--- config.mk ---
export PLATFORM = sky130hd
export DESIGN_NAME = uart_tx_fifo
export DESIGN_NICKNAME = d
export VERILOG_FILES = /design/src/rtl/uart_tx_fifo.sv
export SDC_FILE = /design/constraint.sdc
export NUM_CORES = 1
export LEC_CHECK = 0
export BUFFER_PORTS_ARGS = -buffer_cell sky130_fd_sc_hd__clkbuf_2
export CORE_ASPECT_RATIO = 1.5
export CORE_UTILIZATION = 40
export DETAILED_ROUTE_END_ITERATION = 12
export PLACE_DENSITY = 0.6
export SYNTH_ARGS = -nofsm -noshare
export SYNTH_HDL_FRONTEND = slang
export SYNTH_SLANG_ARGS = --single-unit
export TNS_END_PERCENT = 100
--- constraint.sdc ---
create_clock -name i_Clock -period 2.8 [get_ports i_Clock]
set_input_delay 0.42 -clock i_Clock [delete_from_list [all_inputs] [get_ports i_Clock]]
set_output_delay 0.42 -clock i_Clock [all_outputs]
set_load 0.03 [all_outputs]
--- src/rtl/uart_tx_fifo.sv ---
// Buffered 8N1 UART transmitter: byte FIFO feeding a start/data/stop serializer.
// Back-to-back frames go out with no idle gap while the FIFO holds data.
`timescale 1ns/1ps
module uart_tx_fifo #(
  parameter int unsigned CLKS_PER_BIT = 217,
  parameter int unsigned FIFO_DEPTH   = 8,
  parameter int unsigned ADDR_W       = 3
) (
  input  logic              i_Clock,
  input  logic              i_Rst_L,
  input  logic              i_DV,
  input  logic [7:0]        i_TX_Byte,
  output logic              o_Ready,
  output logic [ADDR_W:0]   o_Count,
  output logic              o_Overflow,
  output logic              o_TX_Serial,
  output logic              o_TX_Active,
  output logic              o_TX_Done
);

  localparam int unsigned CNT_W = (CLKS_PER_BIT > 1) ? $clog2(CLKS_PER_BIT) : 1;
  localparam int unsigned CW    = ADDR_W + 1;
  localparam logic [CNT_W-1:0] CNT_LAST = CNT_W'(CLKS_PER_BIT - 1);
  localparam logic [CNT_W-1:0] CNT_PRE  = CNT_W'(CLKS_PER_BIT - 2);
  localparam logic [CW-1:0]    FULL     = CW'(FIFO_DEPTH);

  typedef enum logic [1:0] {IDLE, START, DATA, STOP} state_t;

  state_t            state, state_d;
  logic [CNT_W-1:0]  clk_cnt, clk_cnt_d;
  logic [2:0]        bit_idx, bit_idx_d;
  logic [7:0]        shift, shift_d;
  logic [7:0]        mem [FIFO_DEPTH];
  logic [ADDR_W-1:0] rd_ptr, wr_ptr;
  logic [CW-1:0]     count_d;
  logic              push, pop;
  logic              serial_d, active_d, done_d;

  // Ready comes from the registered count, so a full FIFO rejects even on a pop cycle
  assign push = i_DV && o_Ready;

  // Next-state, pop decision and registered-output values
  always_comb begin
    state_d   = state;
    clk_cnt_d = clk_cnt;
    bit_idx_d = bit_idx;
    shift_d   = shift;
    pop       = 1'b0;
    done_d    = 1'b0;
    serial_d  = 1'b1;
    active_d  = 1'b0;

    case (state)
      IDLE: begin
        if (o_Count != '0) begin
          pop       = 1'b1;
          shift_d   = mem[rd_ptr];
          clk_cnt_d = '0;
          state_d   = START;
        end
      end
      START: begin
        if (clk_cnt == CNT_LAST) begin
          clk_cnt_d = '0;
          bit_idx_d = '0;
          state_d   = DATA;
        end else begin
          clk_cnt_d = clk_cnt + CNT_W'(1);
        end
      end
      DATA: begin
        if (clk_cnt == CNT_LAST) begin
          clk_cnt_d = '0;
          if (bit_idx == 3'd7) begin
            state_d = STOP;
          end else begin
            bit_idx_d = bit_idx + 3'd1;
          end
        end else begin
          clk_cnt_d = clk_cnt + CNT_W'(1);
        end
      end
      STOP: begin
        if (clk_cnt == CNT_LAST) begin
          clk_cnt_d = '0;
          if (o_Count != '0) begin
            pop     = 1'b1;
            shift_d = mem[rd_ptr];
            state_d = START;
          end else begin
            state_d = IDLE;
          end
        end else begin
          clk_cnt_d = clk_cnt + CNT_W'(1);
          // Done is registered, so raise it one clock ahead of the last stop clock
          done_d    = (clk_cnt == CNT_PRE);
        end
      end
      default: state_d = IDLE;
    endcase

    case (state_d)
      START:   begin serial_d = 1'b0;               active_d = 1'b1; end
      DATA:    begin serial_d = shift_d[bit_idx_d]; active_d = 1'b1; end
      STOP:    begin serial_d = 1'b1;               active_d = 1'b1; end
      default: begin serial_d = 1'b1;               active_d = 1'b0; end
    endcase

    count_d = o_Count + CW'(push) - CW'(pop);
  end

  always_ff @(posedge i_Clock) begin
    if (!i_Rst_L) begin
      state       <= IDLE;
      clk_cnt     <= '0;
      bit_idx     <= '0;
      shift       <= '0;
      rd_ptr      <= '0;
      wr_ptr      <= '0;
      o_Count     <= '0;
      o_Ready     <= 1'b1;
      o_Overflow  <= 1'b0;
      o_TX_Serial <= 1'b1;
      o_TX_Active <= 1'b0;
      o_TX_Done   <= 1'b0;
    end else begin
      state       <= state_d;
      clk_cnt     <= clk_cnt_d;
      bit_idx     <= bit_idx_d;
      shift       <= shift_d;
      o_Count     <= count_d;
      o_Ready     <= (count_d != FULL);
      o_TX_Serial <= serial_d;
      o_TX_Active <= active_d;
      o_TX_Done   <= done_d;
      if (push) wr_ptr <= wr_ptr + ADDR_W'(1);
      if (pop)  rd_ptr <= rd_ptr + ADDR_W'(1);
      if (i_DV && !o_Ready) o_Overflow <= 1'b1;
    end
  end

  // Storage has no reset; pointers and count define which entries are valid
  always_ff @(posedge i_Clock) begin
    if (i_Rst_L && push) mem[wr_ptr] <= i_TX_Byte;
  end

endmodule

# [Word level (Yosys, flattened, before mapping)]
# Memory sizes are Yosys's and may differ from the RTL's. A register that Yosys moved wholly into a read port is not among the register bits.
# Cells that the tools add are included.
[word_totals] regBits=36 mem_count=1 input_bits=11 word_cells=70 ram_bits=64 out_inout_bits=9
[memory_table] memory="mem" depth=8 width=8 rd=1 rd_ports_with_merged_regs=1 write_ports=1 line="33" text="logic [7:0] mem [FIFO_DEPTH];"
[op_classes] add_sub_neg=6 muxes=28 n_reduce_logical=9 n_eq_ne=11 bitwise=2 n_lt_le_gt_ge=1
[op_table] operator="$mux 8" n=4
[op_table] operator="$pmux 8 s2" n=2
[op_table] operator="$eq 8x8->1 const B" n=2
[op_table] operator="$mux 3" n=5
[op_table] operator="$mux 2" n=5
[op_table] operator="$add 3x1->3 const B" n=3
[op_table] operator="$reduce_or 3->1" n=3
[op_table] operator="$add 8x1->8 const B" n=1
[op_table] operator="$eq 2x2->1 const B" n=4
[op_table] operator="$pmux 2 s4" n=1
[op_table] operator="$mux 1" n=7
[op_table] operator="$pmux 3 s2" n=1
[op_table] operator="$add 4x1->4" n=1
[op_table] operator="$eq 2x1->1 const B" n=2
[op_table] operator="$lt 3x4->1 const B" n=1
[op_table] operator="$ne 4x4->1 const B" n=1
[op_table] operator="$pmux 1 s2" n=2
[op_table] operator="$reduce_bool 4->1" n=1
[op_table] operator="$sub 4x1->4" n=1
[op_table] operator="$bmux 1 s3" n=1
[op_table] operator="$eq 3x3->1 const B" n=1
[op_table] operator="$logic_and 1x1->1" n=3
[op_table] operator="$logic_not 2->1" n=1
[op_table] operator="$ne 2x2->1 const B" n=1
[op_table] operator="other kinds (2)" n=3

# [Depth between registers and ports, before layout]
[depth] ltp_word=7 depth_mapped=13 depth_no_buf=12

# [Worst setup path before layout]
# OpenSTA, ideal clock, no wires.
[synth_timing] path_kind="reg-to-reg" from="register clk_cnt[0]" to="register o_Ready" period_less_slack_ns=2.519 setup_slack_ns=0.281 setup_ns=0.118 t_arrival_ns=2.402 required_time_ns=2.682 path_buffers=1 path_stages_with_launch=14 path_cell_list="dfxtp_1 -> inv_1 -> ha_1 -> and3b_1 -> a31oi_4 -> nor3_4 -> buf_6 -> xnor2_1 -> ha_1 -> inv_1 -> fa_1 -> xnor2_1 -> nor3b_1 -> nand2_1"
[synth_via] elab_chain_len=5
[synth_rtl] item="start: declaration" line="30" text="logic [CNT_W-1:0] clk_cnt, clk_cnt_d;"
[synth_rtl] item="start signal: assignment" line="128" text="clk_cnt <= clk_cnt_d;"
[synth_rtl] item="$eq 8x8->1" line="84" text="if (clk_cnt == CNT_LAST) begin"
[synth_rtl] item="$mux 1" line="84"
[synth_rtl] item="$pmux 1 s2" line="53" text="case (state)"
[synth_rtl] item="$sub 4x1->4" line="109" text="count_d = o_Count + CW'(push) - CW'(pop);"
[synth_rtl] item="$ne 4x4->1" line="132" text="o_Ready <= (count_d != FULL);"
[synth_rtl] item="end signal: assignment" line="132"
[synth_rtl] item="end: declaration" line="13" text="output logic o_Ready,"
# Every way passes these cells.
# A chain may end at the register's enable or synchronous reset.

# [Worst setup path in the final report]
# Same ends and word-level chain as after synthesis.

==> metrics.md <==
| Metric | Value |
|---|---|
| Status | `completed` |
| Post-synth EDFFs | `64` |
| RSZ-0062 raised after global routing | `false` |
| Critical Path RT | `3040 ps` |
| Final period utilization | `0.899` |
| Post-CTS Setup Inserts | `0` |
| Detailed-route vias per instance | `5.13` |
| Initial antenna violation count | `0` |
| Hold wc startpoint | `i_TX_Byte[0]` |
| Wirelength, routed | `8120 um` |
| Cell family with the largest share of critical-path delay | `adder cells` |
| WHS Endpoint | `mem[6][0]$_DFFE_PP_` |
| Largest net degree at the start of global routing | `26` |
| H-Tree Depth | `3` |
| Port Buf Inserts | `19` |
| WP data arrival | `2760 ps` |
| Met2 usage in global routing | `0.295` |
| Chip height | `131 um` |
| Cell with the most instances after synthesis | `edfxtp_1` |
| Async SR Flop Fraction | `0` |
| Drt wl/cell | `~16 um` |
| Setup Skew | `between 5 and 6 ps` |
| CTS tree | `done` |
| Max VDD drop | `~490 uV` |
| Reg2Reg Depth | `12` |
| CP bufs+invs | `2` |
| Hold-fix buffers, CTS | `0` |
| Clock-pin slew on the worst setup and hold paths | `70 ps` |
| Worst r2r dst | `o_Ready$_SDFF_PN1_` |
| Chip Width | `88.1 um` |
| Final Net Count | `372` |
| Final antenna-violating net count | `0` |
| Syn_area_per_cell | `14.3 sq um` |
| CP Class | `flop to flop` |
| CTS sink count | `roughly 100` |
| Worst R2R Setup Slack | `280 ps` |
| Grt met1 use | `0.184` |
| Synthesis Warnings | `0` |
| Actual slew at the worst max-slew pin | `453 ps` |
| GRT Max-Usage Layer | `met2` |
| Yosys reg bits | `about 100` |
| Synth area leader | `edfxtp_1` |
| Drt pass-1 iters | `4` |
| Overall Global Routing Usage | `0.161` |
| Routability cong. | `roughly 0.73` |
| CP peak stage delay | `approximately 370 ps` |
| FMAX | `~400 MHz` |
| First-pass GRT wire length | `13500 um` |
| Layout cells sized above 1 | `0.248` |
| Fillers | `954` |
| Number of DRC markers in iteration 0 | `124` |
| Main flop type after synthesis | `edfxtp_1` |
| Layout Utilization | `0.472` |
| Worst hold path depth | `1` |
| Most area-consuming cells after synthesis | `edfxtp_1 (43%), dfxtp_1 (18%), mux4_2 (8.1%), ha_1 (3.9%), nor2_1 (3.2%)` |
| Worst skew pair latency | `340 ps` |
| Ant. Diodes | `0` |
| Met3 usage | `0.0232` |
| Hold Path Class | `input pin to flop` |
| Std cell rows | `46` |
| Post-Syn Nets | `337` |
| Cts repair resizes | `0` |
| IO Count | `20` |
| Fin Setup TNS | `0 ps` |
| Vias | `2539` |
| CTS Buf Count | `9` |
| Clock root buffer | `clkbuf_16` |
| Cell variety after synth | `56` |
| Core Region | `10700 sq um` |
| Drt drc | `0` |
| Max-slew violations | `0` |
| PD cells | `approximately 900 nW/um^2` |
| Relative slew margins | `0.697` |
| CP Launch Type | `flop` |
| Syn-to-layout area delta | `13.8%` |
| CP Cell Sequence | `inv_1 > ha_1 > and3b_1 > a31oi_4 > nor3_4 > xnor2_1 > ha_1 > inv_1 > fa_1 > xnor2_1 > nor3b_1 > nand2_1` |
| Syn Std Cell Area | `~4400 sq um` |
| Remaining Overflow, GRT | `0` |
| Critical Path Fanout Max | `5` |
| Final Setup Violations | `0` |
| Effective utilization at floorplan | `0.415` |
| Crit. End Element | `flop` |
| Final hold vios | `0` |
| Final HPWL DP | `5690 um` |
| DIE AREA | `11500 sq um` |
| Slowest library cell on the worst path | `fa_1` |
| Static Leakage | `between 1.5 and 2 nW` |
| Crit path time final | `2520 ps` |
| Number of max-cap violations | `0` |
| Synth Instances | `311` |
| Area share of the largest cell type after synthesis | `0.432` |
| Clock Path Buffers | `2` |
| Post-synthesis sequential area ratio | `0.608` |
| Vias in the first global route | `2625` |
| Synth cell count leaders | `edfxtp_1 (64), dfxtp_1 (39), nor2_1 (38)` |
| Worst r2r src | `clk_cnt[0]$_SDFFE_PN0P_` |
registers in the layout, indices dropped and copies added (netlist names), named ones only:
| name | flops |
|---|---|
| o_TX_Serial | 1 |
| shift | 8 |
| o_Overflow | 1 |
| state | 2 |
| clk_cnt | 8 |
| bit_idx | 3 |
| o_Count | 4 |
| o_TX_Active | 1 |
| mem | 64 |
| rd_ptr | 3 |
| o_TX_Done | 1 |
| wr_ptr | 3 |
| o_Ready | 1 |
cell usage in the layout, fill, tap and decap left out, types with 2 or more instances in the layout:
master	synthesis	final
xor2_1	7	7
o21ai_0	4	4
mux4_2	16	16
or3_1	3	3
o31ai_1	2	2
clkbuf_2	1	19
xnor2_1	6	6
nor3_1	3	3
nand2_1	12	12
clkinv_4	0	3
inv_8	0	2
edfxtp_1	64	64
nand4_1	4	4
nand2b_1	2	2
and2_1	4	4
o22ai_1	2	2
mux2_2	9	9
buf_4	1	13
a31oi_1	4	4
mux2i_1	4	4
nor2_1	38	38
clkbuf_16	0	9
inv_1	17	17
dfxtp_1	39	39
a22oi_1	7	7
ha_1	14	14
a21oi_1	9	9
nand3_1	6	6
final cells by class:
cell class / instances / area [sq um] / share of cell area
flip-flops and latches: 103 / 2700 / 0.535
well taps: 144 / 180 / 0.0356
repair buffers: 32 / 193 / 0.0381
inverters: 18 / 67.6 / 0.0134
clock inverters: 7 / 65.1 / 0.0129
multi-input cells: 182 / 1620 / 0.321
clock buffers: 9 / 225 / 0.0445
how the worst max path moves through the flow:
stage	slack [ps]	from	depth (start not counted)	end
final	280	clk_cnt[0]$_SDFFE_PN0P_	12	o_Ready$_SDFF_PN1_
after global routing	100	clk_cnt[0]$_SDFFE_PN0P_	12	o_Ready$_SDFF_PN1_
after CTS	250	clk_cnt[0]$_SDFFE_PN0P_	12	o_Ready$_SDFF_PN1_
after detailed placement	250	clk_cnt[0]$_SDFFE_PN0P_	12	o_Ready$_SDFF_PN1_
after global placement	320	clk_cnt[0]$_SDFFE_PN0P_	12	o_Ready$_SDFF_PN1_
after floorplan	280	clk_cnt[0]$_SDFFE_PN0P_	13	o_Ready$_SDFF_PN1_
per-layer routing:
layer	vias up	wire (um)
met3	8	153
met2	30	4480
li1	1233	-
met1	1268	3360
met4	0	130
met5	-	0
worst reg2reg max path, cell delays in order (launching register included):
cell,delay [ps]
dfxtp_1,360
inv_1,70
ha_1,200
and3b_1,280
a31oi_4,120
nor3_4,230
xnor2_1,150
ha_1,190
inv_1,50
fa_1,370
xnor2_1,150
nor3b_1,180
nand2_1,70
power by group:
part / total, mW / switching [mW] / leakage [nW] / internal (mW)
Combinational: 1.43 / 0.805 / 0.821 / 0.628
Sequential: 1.89 / 0.110 / 0.896 / 1.78
Clock: 1.21 / 0.582 / 0.140 / 0.623
per-stage QoR:
step	setup WS [ps]	hold WS [ps]	std cells	total power [mW]	cell area, sq um
after global placement	320	460	479	3.35	4770
after detailed placement	253	466	479	3.38	4770
final	282	354	495	4.53	5060
after CTS	249	343	495	4.59	5060
after global routing	104	365	495	4.81	5060
after floorplan	281	462	311	3.07	4440
logic make-up (layout without fill, tap and decap cells):
kind of cell	after synthesis	after routing	synth area share
buffers and inverters	26	66	0.0267
AO/OA/AOI/OAI	39	39	0.0712
XOR/XNOR	13	13	0.0256
multiplexers	30	30	0.115
adder cells (fa/ha/maj)	15	15	0.0439
AND/OR/NAND/NOR	85	85	0.109
flip-flops	103	103	0.608
No activity file was read; power rests on OpenSTA's default activity.
